===== config.mk =====
export PLATFORM = sky130hd
export DESIGN_NAME = program_loader
export DESIGN_NICKNAME = d
export VERILOG_FILES = /design/src/rtl/program_loader.sv
export SDC_FILE = /design/constraint.sdc
export NUM_CORES = 1
export LEC_CHECK = 0
export BUFFER_PORTS_ARGS = -buffer_cell sky130_fd_sc_hd__buf_4
export CAP_MARGIN = 20
export CORE_UTILIZATION = 30
export DETAILED_ROUTE_END_ITERATION = 12
export PLACE_DENSITY_LB_ADDON = 0.3
export REMOVE_ABC_BUFFERS = 1
export SLEW_MARGIN = 20
export SYNTH_ARGS = -nofsm -noshare
export SYNTH_HDL_FRONTEND = slang
export SYNTH_SLANG_ARGS = --single-unit

===== constraint.sdc =====
create_clock -name clk -period 3.75 [get_ports clk]
set_clock_uncertainty 0.05 [all_clocks]
set_input_delay 0.75 -clock clk [delete_from_list [all_inputs] [get_ports clk]]
set_output_delay 0.75 -clock clk [all_outputs]
set_load 0.02 [all_outputs]

===== src/rtl/program_loader.sv =====
// Byte-stream program loader: assembles little-endian words into program memory, gates core reset.
// Optional LOADER_CHECKSUM_EN adds a trailing XOR checksum byte verified in a CHECK state.
module program_loader #(
  parameter int          MEMORY_DEPTH = 64,
  parameter logic [31:0] TEXT_BASE    = 32'h0040_0000
) (
  input  logic        clk,
  input  logic        reset,
  input  logic        Start_i,
  input  logic        Byte_Valid_i,
  input  logic [7:0]  Byte_Data_i,
  output logic        Byte_Ready_o,
  output logic        Mem_Write_o,
  output logic [31:0] Mem_Address_o,
  output logic [31:0] Mem_Data_o,
  output logic        Core_Reset_o,
  output logic        Done_o,
  output logic        Error_o
);

  // state  | meaning
  // IDLE   | after reset, waiting for Start_i
  // LEN_LO | expecting low byte of word count
  // LEN_HI | expecting high byte of word count, then range check
  // DATA   | collecting 4 bytes of the current word
  // WRITE  | one-cycle memory write strobe
  // CHECK  | expecting checksum byte (checksum build only)
  // DONE   | program valid, core released
  // ERROR  | protocol error, core held in reset
  typedef enum logic [2:0] {
    S_IDLE,
    S_LEN_LO,
    S_LEN_HI,
    S_DATA,
    S_WRITE,
    S_DONE,
    S_ERROR
`ifdef LOADER_CHECKSUM_EN
    , S_CHECK
`endif
  } state_t;

  localparam logic [16:0] LP_DEPTH = 17'(MEMORY_DEPTH);

  state_t      r_state;
  state_t      w_next;
  logic        w_ready;
  logic        w_accept;
  logic        w_last;
  logic        w_len_bad;
  logic [15:0] w_len_full;

  logic [7:0]  r_len_lo;
  logic [15:0] r_len;
  logic [15:0] r_index;
  logic [1:0]  r_byte_cnt;
  logic [31:0] r_addr;
  logic [31:0] r_data;
`ifdef LOADER_CHECKSUM_EN
  logic [7:0]  r_csum;
`endif

  assign w_accept   = Byte_Valid_i & w_ready;
  assign w_len_full = {Byte_Data_i, r_len_lo};
  assign w_len_bad  = (w_len_full == 16'd0) || ({1'b0, w_len_full} > LP_DEPTH);
  assign w_last     = (r_index == (r_len - 16'd1));

  always_ff @(posedge clk) begin
    if (reset) r_state <= S_IDLE;
    else       r_state <= w_next;
  end

  always_comb begin
    w_next  = r_state;
    w_ready = 1'b0;
    case (r_state)
      S_IDLE, S_DONE, S_ERROR: begin
        if (Start_i) w_next = S_LEN_LO;
      end
      S_LEN_LO: begin
        w_ready = 1'b1;
        if (w_accept) w_next = S_LEN_HI;
      end
      S_LEN_HI: begin
        w_ready = 1'b1;
        if (w_accept) w_next = w_len_bad ? S_ERROR : S_DATA;
      end
      S_DATA: begin
        w_ready = 1'b1;
        if (w_accept && (r_byte_cnt == 2'd3)) w_next = S_WRITE;
      end
      S_WRITE: begin
`ifdef LOADER_CHECKSUM_EN
        w_next = w_last ? S_CHECK : S_DATA;
`else
        w_next = w_last ? S_DONE : S_DATA;
`endif
      end
`ifdef LOADER_CHECKSUM_EN
      S_CHECK: begin
        w_ready = 1'b1;
        if (w_accept) w_next = (Byte_Data_i == r_csum) ? S_DONE : S_ERROR;
      end
`endif
      default: w_next = S_IDLE;
    endcase
  end

  always_ff @(posedge clk) begin
    if (reset) begin
      r_len_lo   <= 8'd0;
      r_len      <= 16'd0;
      r_index    <= 16'd0;
      r_byte_cnt <= 2'd0;
      r_addr     <= TEXT_BASE;
      r_data     <= 32'd0;
`ifdef LOADER_CHECKSUM_EN
      r_csum     <= 8'd0;
`endif
    end else begin
      case (r_state)
        S_IDLE, S_DONE, S_ERROR: begin
          if (Start_i) begin
            r_index    <= 16'd0;
            r_byte_cnt <= 2'd0;
`ifdef LOADER_CHECKSUM_EN
            r_csum     <= 8'd0;
`endif
          end
        end
        S_LEN_LO: begin
          if (w_accept) begin
            r_len_lo <= Byte_Data_i;
`ifdef LOADER_CHECKSUM_EN
            r_csum   <= r_csum ^ Byte_Data_i;
`endif
          end
        end
        S_LEN_HI: begin
          if (w_accept) begin
            r_len  <= w_len_full;
`ifdef LOADER_CHECKSUM_EN
            r_csum <= r_csum ^ Byte_Data_i;
`endif
          end
        end
        S_DATA: begin
          if (w_accept) begin
            r_data[{r_byte_cnt, 3'b000} +: 8] <= Byte_Data_i;
            r_byte_cnt <= r_byte_cnt + 2'd1;
`ifdef LOADER_CHECKSUM_EN
            r_csum     <= r_csum ^ Byte_Data_i;
`endif
            // Address is latched as the word completes so it is stable throughout WRITE.
            if (r_byte_cnt == 2'd3) r_addr <= TEXT_BASE + {14'd0, r_index, 2'b00};
          end
        end
        S_WRITE: begin
          if (!w_last) r_index <= r_index + 16'd1;
        end
        default: ;
      endcase
    end
  end

  assign Byte_Ready_o  = w_ready;
  assign Mem_Write_o   = (r_state == S_WRITE);
  assign Mem_Address_o = r_addr;
  assign Mem_Data_o    = r_data;
  assign Done_o        = (r_state == S_DONE);
  assign Error_o       = (r_state == S_ERROR);
  assign Core_Reset_o  = (r_state != S_DONE);

endmodule


Yosys cells after proc, flatten, opt, wreduce, memory -nomap -nowiden
Index checks and enable logic that the tools add are counted.
{"block": "word_totals", "reg_bits": 109, "latch_bits": 0, "mem_bits_rw": 0, "rom_bits": 0, "output_inout_bits": 69, "elab_cells": 61, "memories": 0}
{"block": "op_classes", "addsub": 5, "mul": 0, "n_div": 0, "n_lt_le_gt_ge": 1, "n_eq_ne": 15, "shift": 2, "mux": 15, "n_bitwise": 1, "n_reduce_logical": 15}
{"op": "$bwmux 32", "n": 1}
{"op": "$mux 16", "n": 2}
{"op": "$pmux 16 s2", "n": 1}
{"op": "$shift 8x7->32 const A", "n": 1}
{"op": "$shiftx 8x7->32", "n": 1}
{"op": "$add 23x18->24 const A", "n": 1}
{"op": "$mux 3", "n": 6}
{"op": "$add 16x1->16 const B", "n": 1}
{"op": "$eq 16x16->1", "n": 1}
{"op": "$gt 16x7->1 const B", "n": 1}
{"op": "$logic_not 16->1", "n": 1}
{"op": "$sub 16x1->16 const B", "n": 1}
{"op": "$pmux 3 s5", "n": 1}
{"op": "$ne 2x2->1 const B", "n": 6}
{"op": "$eq 3x3->1 const B", "n": 3}
{"op": "$reduce_and 3->1", "n": 3}
{"op": "$neg 5->7", "n": 1}
{"op": "$eq 3x2->1 const B", "n": 2}
{"op": "$reduce_and 2->1", "n": 3}
{"op": "$reduce_or 3->1", "n": 2}
{"op": "$mux 2", "n": 2}
{"op": "$pmux 2 s2", "n": 1}
{"op": "$reduce_and 4->1", "n": 1}
{"op": "$reduce_bool 2->1", "n": 2}
{"op": "9 further kinds", "n": 9}

Logic depth before layout (Yosys ltp)
Gate-level depths: netlist of run 1.
{"block": "depth", "depth_word": 7, "ltp_mapped": 12}

Worst setup path before layout of run 1
No wires, ideal clock.
{"block": "synth_path", "path_kind": "flip-flop to flip-flop", "start": "reg r_len[0]", "end": "reg r_index[4]", "setup_ns": 0.128, "arrival_time_ns": 2.701, "required_ns": 3.572, "path_slack_ns": 0.871, "stages_incl_launch_ff": 13, "n_path_buf": 1, "period_less_slack_ns": 2.879, "path_cell_list": "dfxtp_1 > inv_1 > ha_1 > nor3b_2 > nand4b_1 > o32ai_1 > a311oi_1 > or4_4 > o21ai_4 > buf_4 > a21oi_1 > xnor2_1 > nor2_1"}
{"block": "synth_via", "elab_chain_len": 4}
{"item": "start, declared", "line_no": "54", "rtl": "logic [15:0] r_len;"}
{"item": "start signal, assigned", "line_no": "141", "rtl": "r_len <= w_len_full;"}
{"item": "$sub 16x1->16", "line_no": "66", "rtl": "assign w_last = (r_index == (r_len - 16'd1));"}
{"item": "$eq 16x16->1", "line_no": "66"}
{"item": "$ne 2x2->1 (no line)"}
{"item": "$reduce_and 3->1 (no line)"}
{"item": "end signal, assigned", "line_no": "159", "rtl": "if (!w_last) r_index <= r_index + 16'd1;"}
{"item": "end, declared", "line_no": "55", "rtl": "logic [15:0] r_index;"}
Every way passes these cells.
A chain may end at the register's enable or synchronous reset.

Final worst setup path of run 1
{"block": "layout_path", "start": "reg r_len[0]", "end": "reg r_index[15]"}
Same word-level chain as after synthesis.

==> metrics.md, run 1 <==
| Metric | Value |
|---|---|
| Worst Setup Start Kind | register |
| Final Setup Violations | 0 |
| RSZ-0062 raised after global routing | false |
| Cts hold-fix bufs | 0 |
| Clock Latency Late Sink | ~0.34 ns |
| Synthesis-to-finish area growth | 18.3% |
| Post-DP HPWL | between 8000 and 9000 microns |
| Die W | roughly 120 microns |
| Power Dens Cells | 454 nW/um^2 |
| Commonest cells after routing, fill and taps aside | 128 x nand2_1, 93 x dfxtp_1, 79 x a21oi_1, 69 x buf_4, 45 x nor2_1 |
| Post-synth cell types | just over 50 |
| Sequential area share after synthesis | 41.5% |
| Reg area | 1860 sq um |
| Post-synth EDFFs | 0 |
| Xor and xnor area share after synthesis | 6.64% |
| Pleak | 1.99 nW |
| Min Tclk post-route | 3.33 ns |
| Mux share of post-synthesis cell area | 2.01% |
| Drt drc | 0 |
| CTS tree | done |
| Synth Instances | 578 |
| # IOs | 81 |
| DRT Wirelength | 11,300 microns |
| Vias per cell | 4.90 |
| Max-Cap Viols | 0 |
| Clock Path Buffers | 2 |
| Final Slew Violations | 0 |
| Vias | 3,982 |
| Crit end category | register |
| Critical path class | register to register |
| First drt pass iteration count | 4 |
| CTS root buffer | clkbuf_16 |
| Layout Nets | roughly 640 |
| Largest net degree at the start of global routing | 74 |
| Number of global-route vias before repair | roughly 3,700 |
| Simple-gate area share of the yosys netlist | a little over a quarter |
| Clock transition at path regs | around 0.060 ns |
| Fmax | 0.300 GHz |
| Crit path DAT | approximately 3.6 ns |
| Worst path required time | between 3 and 4 ns |
| Mean Syn Cell Area | 7.76 sq um |
| TNS Setup | 0 ns |
| Most common cell after layout, fill and taps aside | nand2_1 |
| Final Hold Fails | 0 |
| H-tree depth | 3 |
| Maximum VDD drop | 0.000208 V |
| Synth Area in Compound Gates | 14.3% |
| Yosys reg bits | just over 90 |
| First-pass GRT wire length | 18,700 microns |
| Max_slew headroom | 36.0% |
| Die Area | 15,400 sq um |
| Area of the multi-input gates | 2390 sq um |
| Adder-Cell Fraction of Synth Area | 1.95% |
| GRT Util Overall | 15.0% |
| Ys async rst share | 0% |
| IO buf count | 64 |
| Clk sinks | 93 |
| Core area | 14,600 sq um |
| Remaining antenna violation count after routing | 0 |
| Worst Hold Class | register to register |
| Num CTS Buffers | 9 |
| Ys flop type | dfxtp_1 |
| CTS resizes | 0 |
| # diodes | 0 |
| Layout cells sized above 1 | between 10% and 20% |
| Ys Warns | 0 |
| Starting DRC count in detailed routing | about 150 |
| Routability cong. | 0.831 |
| Gr ovfl total | 0 |
| Status | finished, final reports clean |
| Period utilization | 88.9% |
| Buffers inserted by post-CTS timing repair | 0 |
| Fillers | 1,522 |
| Wire length per cell | 13.9 microns |
| Initial Util | 30.8% |
| Die extent in y | 124 microns |
| Mapped Area | around 4500 sq um |
| Row cnt | 44 |
| Crit path max fanout | 16 |
| Largest family of logic cells by synthesized area | simple AND/OR/NAND/NOR gates |
| Initial antenna violation count | 0 |
| Worst-margin pin slew | 0.958 ns |
| Hold Slack | 0.402 ns |
-- worst max-delay path, cell delays in order, from the launching register on --
cell and delay, ns:
dfxtp_1 0.36, inv_1 0.08, ha_1 0.23, nor3b_2 0.47, nand4b_1 0.19, o32ai_1 0.31, a311oi_1 0.09, or4_4 0.57
o21ai_4 0.40, a21oi_2 0.16, a31o_1 0.25, a21oi_1 0.11
-- state kept, by name, summed over array words and instances (netlist names) --
register / flops
Mem_Data_o: 32
r_state: 3
r_byte_cnt: 2
Mem_Address_o: 16
r_len_lo: 8
r_len: 16
r_index: 16
-- through the flow --
stage                     util (%)  worst slack (ns)  cell area (sq um)  std cells  power (W)
after CTS                     36.4             0.389               5310        813    0.00244
after detailed placement      34.6             0.398               5050        798    0.00161
after global routing          36.4             0.123               5310        813    0.00255
final                         36.4             0.416               5310        813    0.00241
after global placement        34.6             0.523               5050        798    0.00160
after floorplan                  -             0.822               4300        545    0.00145
-- layout make-up --
type	count	area share (%)
clock buffer	10	4.31
multi-input combinational	439	45.0
timing repair buffer	69	9.75
inverter	13	0.919
sequential	93	35.1
clock inverter	5	0.660
tap	184	4.34
-- cells in the mapped netlist (2+ instances only) --
library cell  instances  area share, %
conb_1                2           0.17
buf_4                17            2.8
nand2b_1              3           0.42
nor3_1                7           0.78
nor3b_1               3           0.50
or4_1                 2           0.33
nand4_1               3           0.42
nor2b_1               2           0.28
o21ai_0               4           0.45
nor4_1                5           0.70
o41ai_1               2           0.39
nand4b_1              2           0.39
nand3_1              43            4.8
a211oi_1              3           0.50
nand2_1             128             11
dfxtp_1              93             41
a31o_2                2           0.39
xor2_1                8            1.6
nor4_4                2           0.95
and3_1                7           0.98
ha_1                  7            2.0
nor2_1               45            3.8
a21oi_1              79            8.8
clkbuf_1             28            2.3
mux2i_1               9            2.0
inv_1                13            1.1
and2_1                5           0.70
xnor2_1              26            5.1
a31oi_1               6           0.84
-- final timing paths --
kind	startpoint	end	slack [ns]	cells after the start
worst max-delay path	r_len[0]	r_index[15]	0.42	11
worst min-delay path	Mem_Address_o[12]	Mem_Address_o[12]	0.40	2
worst max register to register	r_len[0]	r_index[15]	0.42	11
worst min register to register	Mem_Address_o[12]	Mem_Address_o[12]	0.40	2
-- power by group --
part / leakage (nW) / switching, W / internal [W]
Sequential: 0.750 / 0.0000582 / 0.00103
Combinational: 1.11 / 0.000316 / 0.000183
Clock: 0.129 / 0.000376 / 0.000448
Total: 1.99 / 0.000750 / 0.00166
-- layer usage --
layer  up-vias  routed length, microns  track usage, %
met2       100                    5190            24.1
li1       2023                       -               -
met5         -                       0               0
met1      1845                    5330            19.1
met3        14                     595            4.42
met4         0                     164            4.61
-- cells by family after synthesis --
family	Yosys count
AOI/OAI and AO/OA	110
xor gates and xnor gates	34
adders and majority gates	7
buffers and inverters	60
DFF	93
muxes	9
other	2
and+or+nand+nor	263
No activity file was read; power rests on OpenSTA's default activity.
==> inputs of run 2 (changes only) <==
CELL_PAD_IN_SITES_DETAIL_PLACEMENT = 2   (was not set)
CELL_PAD_IN_SITES_GLOBAL_PLACEMENT = 2   (was not set)
CTS_BUF_LIST = sky130_fd_sc_hd__clkbuf_2 sky130_fd_sc_hd__clkbuf_4 sky130_fd_sc_hd__clkbuf_8   (was not set)
==> run 2 against run 1 <==
Utilization is essentially flat; global-route usage is 3.6 points higher; sequential power is essentially flat; critical path depth unchanged; worst setup slack got worse by 0.15 ns; sequential share of layout area barely moved; die area unchanged; largest power group unchanged.
==> metrics.md, run 2 (synthesis gave the netlist of run 1 again) <==
| Metric | Value |
|---|---|
| Status | finished, final reports clean |
| Clk sinks | 93 |
| Period utilization | 93.0% |
| First-pass GRT wire length | about 23,000 microns |
| Max_slew headroom | between 30 and 40% |
| Die extent in y | approximately 120 microns |
| Clock transition at path regs | around 0.09 ns |
| Comb power frac | 21.8% |
| Crit path to | r_index[15] |
| Sw Pwr | between 0.0007 and 0.0008 W |
| Clock Latency Late Sink | 0.39 ns |
| Wire length per cell | 17.1 microns |
| Vias | 4,191 |
| Post-DP HPWL | between 10,000 and 15,000 microns |
| Final Setup Violations | 0 |
| Flop-to-flop setup slack | 0.26 ns |
| Worst Setup SP | r_len[0] |
| Commonest cells after routing, fill and taps aside | 128 x nand2_1, 93 x dfxtp_1, 79 x a21oi_1, 72 x buf_4, 45 x nor2_1 |
| Drt drc | 0 |
| DP Worst Slack | 0.282 ns |
| Pwr Total | 0.00243 W |
| Worst path required time | between 4 and 5 ns |
| First drt pass iteration count | 4 |
| Layout Nets | 647 |
| Crit path DAT | 3.75 ns |
| Critical R2R Capture | r_index[15] |
| Die W | ~120 microns |
| Worst path max stage delay | between 0.5 and 0.6 ns |
| Synthesis-to-finish area growth | 18.3% |
| Row cnt | 44 |
| Sw Share | 32.7% |
| IO buf count | between 60 and 70 |
| Buffers inserted by post-CTS timing repair | 0 |
| Routability cong. | 0.813 |
| Initial antenna violation count | 0 |
| Max-Cap Viols | 0 |
| Fillers | 1,699 |
| Crit path max fanout | 16 |
| # diodes | 0 |
| Max reg flops | 32 |
| Clock Path Buffers | 2 |
| Fin worst setup slack | roughly 0.26 ns |
| CTS resizes | 0 |
| TNS Setup | 0 ns |
| Initial Util | between 30% and 40% |
| Worst Hold Class | register to register |
| DRT Wirelength | 13,900 microns |
| Crit path cell chain | inv_1, ha_1, nor3b_2, nand4b_1, o32ai_1, a311oi_1, or4_4, o21ai_4, a21oi_2, a31o_1, a21oi_1 |
| Pleak | 1.99 nW |
| Largest net degree at the start of global routing | 74 |
| Worst R2R Start | r_len[0] |
| Clock Power Share | 33.3% |
| Min Tclk post-route | ~3.5 ns |
| # IOs | 81 |
| P_int | roughly 0.0016 W |
| Remaining antenna violation count after routing | 0 |
| Final Slew Violations | 0 |
| Power Dens Cells | 458 nW/um^2 |
| Die Area | 15,400 sq um |
| Worst Setup Start Kind | register |
| Most common cell after layout, fill and taps aside | nand2_1 |
| Critical path class | register to register |
| Worst-margin pin slew | 1.04 ns |
| Core area | 14,600 sq um |
| Slowest library cell on the worst path | or4_4 |
| Starting DRC count in detailed routing | 153 |
| Gr ovfl total | 0 |
| H-tree depth | 3 |
| GRT Util Overall | ~19% |
| Worst R2R Path Depth | 11 |
| Num CTS Buffers | 9 |
| Layout cells sized above 1 | about 15% |
| Final cell utilization of the core | 36.4% |
| RSZ-0062 raised after global routing | false |
| Reg power frac | 44.9% |
| Fmax | between 0.2 and 0.3 GHz |
| CTS root buffer | clkbuf_8 |
| Number of global-route vias before repair | 4,459 |
| Crit end category | register |
| Cts hold-fix bufs | 0 |
| Maximum VDD drop | 0.000210 V |
| CTS tree | done |
| Final Hold Fails | 0 |
| Vias per cell | 5.13 |
run 2: cell count changes in the layout (fill, tap and decap cells not counted):
cell and change:
clkinvlp_4 -1, inv_6 +1, bufinv_16 +2, clkbuf_1 -1
buf_4 +3, clkbuf_8 +11, clkinv_2 -2, clkbuf_16 -9
run 2: power by group through the flow:
stage	logic [W]	registers (W)	clock network, W
after floorplan	0.000356	0.00110	0
after global placement	0.000509	0.00111	0
after detailed placement	0.000533	0.00111	0
after CTS	0.000535	0.00109	0.000838
after global routing	0.000594	0.00110	0.000871
final	0.000531	0.00109	0.000809
run 2: worst max-delay path: cells and delay by family, from the launching register on:
family | cells | cell delay (ns)
buf+inv | 1 | 0.08
compound gates | 6 | 1.39
fa+ha+maj | 1 | 0.25
flops | 1 | 0.37
simple gates | 3 | 1.27
run 2: how the worst min path moves through the flow:
stage,endpoint,cells past startpoint,startpoint
2_1_floorplan,r_len[5],2,r_len_lo[5]
3_3_place_gp,Mem_Data_o[8],2,Mem_Data_o[8]
3_5_place_dp,Mem_Address_o[7],2,Mem_Address_o[7]
4_1_cts,Mem_Address_o[7],2,Mem_Address_o[7]
5_1_grt,Mem_Address_o[17],2,Mem_Address_o[17]
6_report,Mem_Address_o[7],2,Mem_Address_o[7]
run 2: layer usage:
layer / part of all wire, % / wire length (microns) / vias to the layer above / global-route usage (%)
met1: 43 / 6050 / 2083 / 21.7
met5: 0 / 0 / - / 0
met4: 1.6 / 223 / 0 / 5.10
li1: - / - / 2018 / -
met2: 51 / 7130 / 76 / 33.1
met3: 3.9 / 541 / 14 / 4.90
run 2: per-stage QoR:
step | hold WS (ns) | cells | cell area [sq um]
after floorplan | 0.388 | 545 | 4300
after global placement | 0.394 | 800 | 5060
after detailed placement | 0.401 | 800 | 5060
after CTS | 0.414 | 816 | 5300
after global routing | 0.429 | 817 | 5310
final | 0.411 | 817 | 5310
run 2: layout make-up:
cell class / count / area [sq um] / share of cell area [%]
clock buffers: 11 / 151 / 2.85
multi-input cells: 439 / 2390 / 45.0
clock inverters: 5 / 86.3 / 1.63
inverters: 13 / 48.8 / 0.920
well taps: 184 / 230 / 4.34
flip-flops and latches: 93 / 1860 / 35.1
repair buffers: 72 / 541 / 10.2
